File: src/rtl/brp_update_sched.sv
// Update scheduler for the bimodal branch predictor PHT: misprediction redirect,
// queued 2-bit counter updates on the shared PHT port, PHT initialisation, accuracy counters.
module brp_update_sched #(
    parameter int PHT_IDX_W  = 6,
    parameter int FIFO_DEPTH = 4,
    parameter int CNT_W      = 32
) (
    input  logic                 clk,
    input  logic                 rst,
    input  logic                 ex_valid,
    input  logic [31:0]          ex_pc,
    input  logic [31:0]          ex_target,
    input  logic                 ex_taken,
    input  logic                 ex_predicted,
    input  logic [1:0]           ex_ctr,
    input  logic                 if_rd_req,
    output logic                 stall_ex,
    output logic                 pht_rd_block,
    output logic                 pht_we,
    output logic [PHT_IDX_W-1:0] pht_waddr,
    output logic [1:0]           pht_wdata,
    output logic                 ready,
    output logic                 redirect,
    output logic [31:0]          redirect_pc,
    output logic [CNT_W-1:0]     c_total,
    output logic [CNT_W-1:0]     c_correct
);

    localparam int PTR_W = $clog2(FIFO_DEPTH);
    localparam int QCNT_W = PTR_W + 1;
    localparam logic [PHT_IDX_W-1:0] LAST_IDX = {PHT_IDX_W{1'b1}};
    localparam logic [QCNT_W-1:0]    Q_FULL   = QCNT_W'(FIFO_DEPTH);

    typedef enum logic {
        ST_INIT = 1'b0,
        ST_RUN  = 1'b1
    } state_t;

    // Saturating 2-bit counter step toward the resolved outcome.
    function automatic logic [1:0] f_next_ctr(input logic taken, input logic [1:0] ctr);
        logic [1:0] v;
        if (taken) begin
            v = (ctr == 2'd3) ? 2'd3 : (ctr + 2'd1);
        end else begin
            v = (ctr == 2'd0) ? 2'd0 : (ctr - 2'd1);
        end
        return v;
    endfunction

    state_t               r_state;
    logic [PHT_IDX_W-1:0] r_init_idx;
    logic                 r_ready;

    logic [PHT_IDX_W-1:0] r_q_idx [FIFO_DEPTH];
    logic [1:0]           r_q_ctr [FIFO_DEPTH];
    logic [PTR_W-1:0]     r_wr_ptr;
    logic [PTR_W-1:0]     r_rd_ptr;
    logic [QCNT_W-1:0]    r_count;

    logic                 r_redirect;
    logic [31:0]          r_redirect_pc;
    logic [CNT_W-1:0]     r_total;
    logic [CNT_W-1:0]     r_correct;

    logic                 w_full;
    logic                 w_empty;
    logic                 w_accept;
    logic                 w_mispredict;
    logic [1:0]           w_new_ctr;
    logic [PHT_IDX_W-1:0] w_idx;
    logic                 w_push;
    logic                 w_pop;

    // Full/empty come only from the registered count, so a pop never frees a slot the same cycle.
    assign w_full       = (r_count == Q_FULL);
    assign w_empty      = (r_count == {QCNT_W{1'b0}});
    assign w_accept     = ex_valid && !w_full;
    assign w_mispredict = w_accept && (ex_taken != ex_predicted);
    assign w_new_ctr    = f_next_ctr(ex_taken, ex_ctr);
    assign w_idx        = ex_pc[PHT_IDX_W+1:2];
    assign w_push       = w_accept && (r_state == ST_RUN) && (w_new_ctr != ex_ctr);
    assign w_pop        = (r_state == ST_RUN) && !w_empty && (!if_rd_req || w_full);

    // Init/run sequencer: sweeps every PHT entry once after reset, then raises ready.
    always_ff @(posedge clk) begin
        if (rst) begin
            r_state    <= ST_INIT;
            r_init_idx <= {PHT_IDX_W{1'b0}};
            r_ready    <= 1'b0;
        end else begin
            case (r_state)
                ST_INIT: begin
                    r_init_idx <= r_init_idx + PHT_IDX_W'(1);
                    if (r_init_idx == LAST_IDX) begin
                        r_state <= ST_RUN;
                        r_ready <= 1'b1;
                    end else begin
                        r_ready <= 1'b0;
                    end
                end
                ST_RUN: begin
                    r_ready <= 1'b1;
                end
                default: begin
                    r_state    <= ST_INIT;
                    r_init_idx <= {PHT_IDX_W{1'b0}};
                    r_ready    <= 1'b0;
                end
            endcase
        end
    end

    // Update queue storage; contents are don't-care while the count says empty.
    always_ff @(posedge clk) begin
        if (w_push) begin
            r_q_idx[r_wr_ptr] <= w_idx;
            r_q_ctr[r_wr_ptr] <= w_new_ctr;
        end
    end

    // Update queue pointers and occupancy.
    always_ff @(posedge clk) begin
        if (rst) begin
            r_wr_ptr <= {PTR_W{1'b0}};
            r_rd_ptr <= {PTR_W{1'b0}};
            r_count  <= {QCNT_W{1'b0}};
        end else begin
            if (w_push) begin
                r_wr_ptr <= r_wr_ptr + PTR_W'(1);
            end
            if (w_pop) begin
                r_rd_ptr <= r_rd_ptr + PTR_W'(1);
            end
            case ({w_push, w_pop})
                2'b10:   r_count <= r_count + QCNT_W'(1);
                2'b01:   r_count <= r_count - QCNT_W'(1);
                default: r_count <= r_count;
            endcase
        end
    end

    // Redirect pulse and accuracy counters; both run in INIT as well as RUN.
    always_ff @(posedge clk) begin
        if (rst) begin
            r_redirect    <= 1'b0;
            r_redirect_pc <= 32'h0000_0000;
            r_total       <= {CNT_W{1'b0}};
            r_correct     <= {CNT_W{1'b0}};
        end else begin
            r_redirect <= w_mispredict;
            if (w_mispredict) begin
                r_redirect_pc <= ex_taken ? ex_target : (ex_pc + 32'd4);
            end
            if (w_accept) begin
                r_total <= r_total + CNT_W'(1);
                if (!w_mispredict) begin
                    r_correct <= r_correct + CNT_W'(1);
                end
            end
        end
    end

    // Shared PHT write port: init sweep, else queue head when the arbiter grants it.
    always_comb begin
        pht_we    = 1'b0;
        pht_waddr = {PHT_IDX_W{1'b0}};
        pht_wdata = 2'b00;
        if (r_state == ST_INIT) begin
            pht_we    = 1'b1;
            pht_waddr = r_init_idx;
            pht_wdata = 2'b01;
        end else if (w_pop) begin
            pht_we    = 1'b1;
            pht_waddr = r_q_idx[r_rd_ptr];
            pht_wdata = r_q_ctr[r_rd_ptr];
        end else begin
            pht_we    = 1'b0;
        end
    end

    assign stall_ex     = w_full;
    assign pht_rd_block = w_full && if_rd_req;
    assign ready        = r_ready;
    assign redirect     = r_redirect;
    assign redirect_pc  = r_redirect_pc;
    assign c_total      = r_total;
    assign c_correct    = r_correct;

endmodule

File: config.mk
export PLATFORM = sky130hd
export DESIGN_NAME = brp_update_sched
export DESIGN_NICKNAME = d
export VERILOG_FILES = /design/src/rtl/brp_update_sched.sv
export SDC_FILE = /design/constraint.sdc
export NUM_CORES = 1
export LEC_CHECK = 0
export CAP_MARGIN = 15
export CORE_ASPECT_RATIO = 1.1
export CORE_MARGIN = 8
export CORE_UTILIZATION = 25
export CTS_BUF_LIST = sky130_fd_sc_hd__clkbuf_4
export CTS_CLUSTER_DIAMETER = 60
export DETAILED_ROUTE_END_ITERATION = 10
export GPL_ROUTABILITY_DRIVEN = 0
export HOLD_SLACK_MARGIN = 0.02
export PLACE_DENSITY_LB_ADDON = 0.12
export SLEW_MARGIN = 10
export SYNTH_ARGS = -nofsm -noshare
export SYNTH_HDL_FRONTEND = slang
export SYNTH_SLANG_ARGS = --single-unit
File: constraint.sdc
create_clock -name clk -period 3.25 [get_ports clk]
set_input_delay 0.4875 -clock clk [delete_from_list [all_inputs] [get_ports clk]]
set_output_delay 0.4875 -clock clk [all_outputs]
set_load 0.005 [all_outputs]
==> qor.yml, run 1 <==
synthesis:
  synth_cell_types: 48
  syn_nets: 836
  yosysTopAreaCell: "dfxtp_1"
  synth_top_area_share: 0.323
  synth_common_cells: "dfxtp_1 (113), nor2_1 (86), xnor2_1 (51), nand2_1 (50), a21oi_1 (41)"
  synth.most_common_cell: "dfxtp_1"
  yosys_most_used_dff: "dfxtp_1"
  netlist_area_sq_mm: 0.00700
  synth_area_leaders: "dfxtp_1 (32%), edfxtp_1 (14%), xnor2_1 (6.4%)"
  synth_edf_count: 32
  synthArstFlopShare: 0
  synthCells: 754
  syn_area_per_cell_sq_um: 9.29
  synth.yosys.seq_area_share: 0.460
  synth-seq-cells: 145
  ys.warnings.count: 0
min_path:
  hold_path_end: "redirect_pc[5]"
  hold_class: "register to register"
  whs_path_depth: 2
  min_from: "redirect_pc[5]"
final_layout:
  nFillCells: 2926
  syn2layout_area_growth_pct: 35.9
  final_util: 0.343
  multi_input_area_sq_mm: 0.00353
  instances_no_fill: 1301
  regArea_sq_mm: 0.00322
  final_area_sq_mm: 0.00951
  nets: 1005
  layout-drive-gt1-share: 0.0737
critical_path:
  cp.buffers_inverters: 1
  slowest_delay_ns: 0.58
  rr_endpoint: "r_count[2]"
  required_ns: 2.76
  path_class: "register to primary output"
  crit_chain: "mux4_2, a22o_1, clkdlybuf4s50_1"
  path_max_fanout: 8
  cp-end-kind: "primary output"
  start_kind: "register"
  cpMaxStageDelayCell: "mux4_2"
  r2r_setup_slack_ns: 0.75
  rr_startpoint: "r_count[2]"
  crit_arrival_ns: 2.34
  cp_top_family: "multiplexers"
  r2r_cells: 10
floorplanning:
  dieArea_sq_mm: 0.0336
  boundaryPins: 181
  dieWidth_microns: 176
  start_util: 0.253
  die_h_microns: 192
  core-area_sq_mm: 0.0277
  core.rowCount: 64
place:
  port_buffers: 180
  post_dp_cell_area_sq_mm: 0.00920
  post-place-cells: 1267
  dpl.hpwl_microns: 15800
  pre_cts_slack_ns: 0.371
global_routing:
  grt_pass1_vias: 6135
  overflow: 0
  grt_max_degree: 118
  grt_pass1_wl_microns: 34500
  antenna_found_initial: 3
  grt_usage: 0.130
timing:
  drv_slew: 0
  final-setup-viol-count: 0
  tns_ns: 0
  fin_crit_sh: 0.870
  fmaxAchievable_mhz: 354
  hold_ws_ns: 0.470
  period_minus_slack_ns: 2.83
  worst_pin_slew_ns: 0.723
  setup_ws_ns: 0.421
  hold_viol: 0
  slew_headroom: 0.518
  clock_skew_ns: 0.0372
  rsz0062_at_grt: "false"
cts:
  cts.sinks: 145
  cts_resized: 0
  holdBufCountCts: 0
  cts_setup_buffers: 0
  tritoncts: "done"
  path_clk_slew_ns: 0.16
  cts_root_buf: "clkbuf_4"
  insertion_delay_ns: 0.54
  cts_buffers: 17
  htreeDepth: 4
  clock_path_buffers: 2
outcome:
  status: "completed"
route:
  drt_iter0_drc: 241
  wl_per_cell_microns: 16.8
  viasPerCell: 4.59
  drc: 0
  routed-via-count: 5971
  drt-total-wl_microns: 21900
  detail-route-antenna-nets: 0
  drt_pass1_iterations: 4
job:
  cap_violations: 0
pwr:
  p_leak_nw: 3.11
  powerDensity_mw_per_mm2: 368
  power.total_mw: 3.50
  vdd_ir_drop_max_uv: 181
==> worst max path at each step <==
stage,startpoint,to,slack (ns),cells past startpoint
floorplan,r_count[0],r_count[2],0.48,12
global placement,ex_valid,r_count[2],0.39,10
detailed placement,ex_valid,r_count[2],0.37,10
CTS,register,pht_waddr[3],0.04,3
global route,register,pht_waddr[0],0.24,3
finish,register,pht_waddr[3],0.42,3
==> cell type report <==
class                           instances  area share
Clock buffer                           17      0.0134
Clock inverter                         15      0.0193
Multi-Input combinational cell        546       0.371
Inverter                               18     0.00710
Tap cell                              363      0.0477
Timing Repair Buffer                  195       0.202
Antenna cell                            2    0.000526
Sequential cell                       145       0.339
==> cells in the final DEF, fill, tap and decap left out, types with 4 or more instances in the layout <==
cell type	count
nand4_1	37
clkinv_8	5
o211ai_1	10
mux4_2	8
xor2_1	39
edfxtp_1	32
nor3_1	21
and4_1	10
a211oi_1	4
or2_2	4
clkdlybuf4s50_1	178
o21ai_0	15
or3_1	10
and3_1	23
xnor2_1	51
clkbuf_4	17
nor2_1	86
inv_1	18
dfxtp_1	112
o31ai_1	5
o22ai_1	14
a21oi_1	41
inv_8	6
or4_1	6
mux2i_1	7
a22o_1	5
nor4_1	12
buf_4	15
nand4b_1	7
ha_1	9
nand3b_1	5
nand3_1	39
nand2b_1	6
and2_1	7
nand2_1	50
==> flip-flops by register name, indices dropped and copies added, names as in the netlist, named ones only <==
| register | cells |
|---|---|
| redirect_pc | 32 |
| r_state | 1 |
| c_total | 32 |
| redirect | 1 |
| r_init_idx | 6 |
| r_wr_ptr | 2 |
| r_rd_ptr | 2 |
| r_q_ctr | 8 |
| r_count | 3 |
| c_correct | 32 |
| r_q_idx | 24 |
==> layer usage <==
layer | GRT usage | part of all wire | up-vias
met5 | 0 | 0.00046 | -
met4 | 0.0310 | 0.0082 | 2
met3 | 0.0525 | 0.072 | 9
met2 | 0.219 | 0.49 | 133
met1 | 0.151 | 0.43 | 2785
li1 | - | - | 3042
==> worst register-to-register path: cells and delay by family (launching register included) <==
family	cells	cell delay [ns]
adders and majority gates	2	0.54
AOI/OAI and AO/OA	1	0.14
and+or+nand+nor	4	1.05
buffers and inverters	2	0.14
DFF	1	0.43
xor gates and xnor gates	1	0.15
==> logic make-up (layout without fill, tap and decap cells) <==
logic type / Yosys count / in the layout / share of synthesized area
simple gates: 335 / 335 / 0.254
flops: 145 / 145 / 0.460
compound gates: 96 / 96 / 0.0818
xor+xnor: 90 / 90 / 0.113
buf+inv: 63 / 245 / 0.0361
mux: 15 / 15 / 0.0357
fa+ha+maj: 10 / 10 / 0.0189
other cells: 0 / 2 / 0
==> where the power goes <==
part           internal (mW)  switching (mW)  leakage, nW  total [mW]
Clock                  0.372           0.847        0.166        1.22
Combinational          0.205           0.179         1.74       0.384
Sequential              1.88          0.0233         1.20        1.90
Total                   2.45            1.05         3.11        3.50
(Power assumes the default switching activity.)
==> inputs of run 2 (changes only) <==
--- a/config.mk
+++ b/config.mk
@@ -12,6 +12,7 @@
 export CTS_BUF_LIST = sky130_fd_sc_hd__clkbuf_4
 export CTS_CLUSTER_DIAMETER = 60
 export DETAILED_ROUTE_END_ITERATION = 10
+export DONT_BUFFER_PORTS = 1
 export GPL_ROUTABILITY_DRIVEN = 0
 export HOLD_SLACK_MARGIN = 0.02
 export PLACE_DENSITY_LB_ADDON = 0.12
==> run 2 against run 1 <==
  * Sequential power about the same
  * Core utilization decreased by 6.5 points
  * Non-clock buffer count decreased by 176
  * Design area decreased by 19%
  * Maximum frequency increased by 7.0%
  * Critical path type unchanged
  * Critical endpoint is now pht_waddr[0]
  * Highest routed layer unchanged
==> qor.yml, run 2 (synthesized netlist as in run 1, its figures left out) <==
route:
  drt_iter0_drc: 325  # was 241
  drc: 0  # unchanged
  drt_pass1_iterations: 4  # unchanged
  detail-route-antenna-nets: 0  # unchanged
  routed-via-count: 5555  # was 5,971
  drt-total-wl_microns: 21800  # was 21,900 microns
  wl_per_cell_microns: 19.4  # was 16.8 microns
  viasPerCell: 4.94  # was 4.59
final_layout:
  final_cell_mix: "dfxtp_1 (113), nor2_1 (86), xnor2_1 (51)"  # was clkdlybuf4s50_1 (178), dfxtp_1 (112), nor2_1 (86)
  nFillCells: 3058  # was 2,926
  final_area_sq_mm: 0.00772  # was 0.00951 sq mm
  final_util: 0.279  # was 0.343
  nets: 829  # was 1,005
  layout_commonest_cell: "dfxtp_1"  # was clkdlybuf4s50_1
  instances_no_fill: 1124  # was 1,301
  syn2layout_area_growth_pct: 10.3  # was 35.9%
  layout-drive-gt1-share: 0.0763  # was 0.0737
pwr:
  clkPwrFrac: 0.347  # was 0.348
  power.total_mw: 3.23  # was 3.50 mW
  power_frac_seq: 0.593  # was 0.542
  pwr-share-comb: 0.060  # was 0.110
  switching_share: 0.293  # was 0.300
  intPower_mw: 2.28  # was 2.45 mW
  p_leak_nw: 2.44  # was 3.11 nW
  switching_power_uw: 947  # was 1.05 mW
  powerDensity_mw_per_mm2: 418  # was 368 mW/mm^2
  vdd_ir_drop_max_uv: 160  # was 181 uV
cts:
  path_clk_slew_ns: 0.16  # about the same
  insertion_delay_ns: 0.60  # was 0.54 ns
  htreeDepth: 4  # unchanged
  tritoncts: "done"  # unchanged
  cts_buffers: 17  # unchanged
  cts.sinks: 145  # unchanged
  cts_root_buf: "clkbuf_4"  # unchanged
  clock_path_buffers: 2  # unchanged
critical_path:
  crit_chain: "mux4_2, a22o_1"  # was mux4_2, a22o_1, clkdlybuf4s50_1
  crit_arrival_ns: 2.16  # was 2.34 ns
  path_max_fanout: 8  # unchanged
  cp_top_family: "flip-flops"  # was multiplexers
  start_kind: "register"  # unchanged
  r2r_cells: 10  # unchanged
  rr_startpoint: "r_count[2]"  # unchanged
  cpMaxStageDelayCell: "dfxtp_1"  # was mux4_2
  slowest_delay_ns: 0.71  # was 0.58 ns
  required_ns: 2.76  # about the same
  path_class: "register to primary output"  # unchanged
  r2r_setup_slack_ns: 0.78  # was 0.75 ns
  cp-end-kind: "primary output"  # unchanged
  rr_endpoint: "r_count[2]"  # unchanged
  cp.buffers_inverters: 0  # was 1
global_routing:
  grt_usage: 0.130  # about the same
  grt_pass1_wl_microns: 33900  # was 34,500 microns
  grt_max_degree: 109  # was 118
  grt_pass1_vias: 5781  # was 6,135
  antenna_found_initial: 2  # was 3
  overflow: 0  # unchanged
timing:
  tns_ns: 0  # unchanged
  hold_viol: 0  # unchanged
  drv_slew: 0  # unchanged
  slew_headroom: 0.483  # was 0.518
  worst_pin_slew_ns: 0.775  # was 0.723 ns
  fmaxAchievable_mhz: 378  # was 354 MHz
  final-setup-viol-count: 0  # unchanged
  fin_crit_sh: 0.813  # was 0.870
  period_minus_slack_ns: 2.64  # was 2.83 ns
  rsz0062_at_grt: "false"  # unchanged
  setup_ws_ns: 0.606  # was 0.421 ns
  clock_skew_ns: 0.0366  # was 0.0372 ns
  hold_ws_ns: 0.0895  # was 0.470 ns
place:
  pre_cts_slack_ns: 0.790  # was 0.371 ns
  port_buffers: 0  # was 180
  post_dp_cell_area_sq_mm: 0.00732  # was 0.00920 sq mm
  post-place-cells: 1078  # was 1,267
  dpl.hpwl_microns: 15400  # was 15,800 microns
min_path:
  hold_path_end: "redirect_pc[21]"  # was redirect_pc[5]
  hold_class: "input pin to register"  # was register to register
  whs_path_depth: 2  # unchanged
  min_from: "ex_pc[21]"  # was redirect_pc[5]
floorplanning:
  start_util: 0.253  # unchanged
  dieArea_sq_mm: 0.0336  # unchanged
  boundaryPins: 181  # unchanged
  core.rowCount: 64  # unchanged
  core-area_sq_mm: 0.0277  # unchanged
  die_h_microns: 192  # unchanged
  dieWidth_microns: 176  # unchanged
job:
  cap_violations: 0  # unchanged
outcome:
  status: "completed"  # unchanged
==> run 2: cell count changes in the layout (fill, tap and decap cells not counted), moves of 2 or more <==
cell             previous run  this run
clkdlybuf4s50_1           178         0
dlygate4sd3_1               0        12
buf_4                      15         6
clkinv_8                    5         0
clkinvlp_4                  0         4
inv_6                       2         6
inv_8                       6         2
clkinv_2                    0         2
clkinv_4                    2         0
==> run 2: worst max path at each step <==
stage                          start            to  slack, ns  cells past startpoint
after floorplan           r_count[0]    r_count[2]       0.48                     12
after global placement     ex_ctr[0]    r_count[2]       0.86                      9
after detailed placement  r_count[0]    r_count[2]       0.79                     10
after CTS                   register  pht_waddr[0]       0.47                      2
after global routing        register  pht_waddr[0]       0.39                      2
final                       register  pht_waddr[0]       0.61                      2
==> run 2: what timing repair did <==
item                      CTS  global route
setup buffers               0             0
hold endpoints to repair  135             0
gates resized for setup     0             0
hold buffers               13             0
==> run 2: cell type report <==
cell class / count / area [sq um] / share of cell area
repair buffers: 19 / 193 / 0.0250
well taps: 363 / 454 / 0.0588
multi-input cells: 546 / 3530 / 0.457
inverters: 18 / 67.6 / 0.00875
flip-flops and latches: 145 / 3220 / 0.418
diodes: 1 / 2.50 / 0.000324
clock buffers: 17 / 128 / 0.0165
clock inverters: 15 / 121 / 0.0157
==> run 2: power groups by stage <==
stage          combinational (mW)  clock (mW)  sequential (mW)
2_1_floorplan               0.149           0             1.94
3_3_place_gp                0.150           0             1.96
3_5_place_dp                0.154           0             1.96
4_1_cts                     0.198        1.19             1.92
5_1_grt                     0.218        1.26             1.92
6_report                    0.192        1.12             1.92
==> run 2: worst reg2reg max path: cells and delay by family (launching register included) <==
| family | cells | cell delay [ns] |
|---|---|---|
| AO/OA/AOI/OAI | 1 | 0.14 |
| XOR/XNOR | 1 | 0.16 |
| adder cells (fa/ha/maj) | 2 | 0.55 |
| buffers and inverters | 2 | 0.15 |
| flip-flops | 1 | 0.42 |
| AND/OR/NAND/NOR | 4 | 1.01 |
==> run 2: routing by layer <==
metal	routed length, microns	part of all wire	track usage
met1	8540	0.39	0.136
met2	10700	0.49	0.220
met3	2170	0.099	0.0658
met4	397	0.018	0.0493
met5	13	0.00060	0
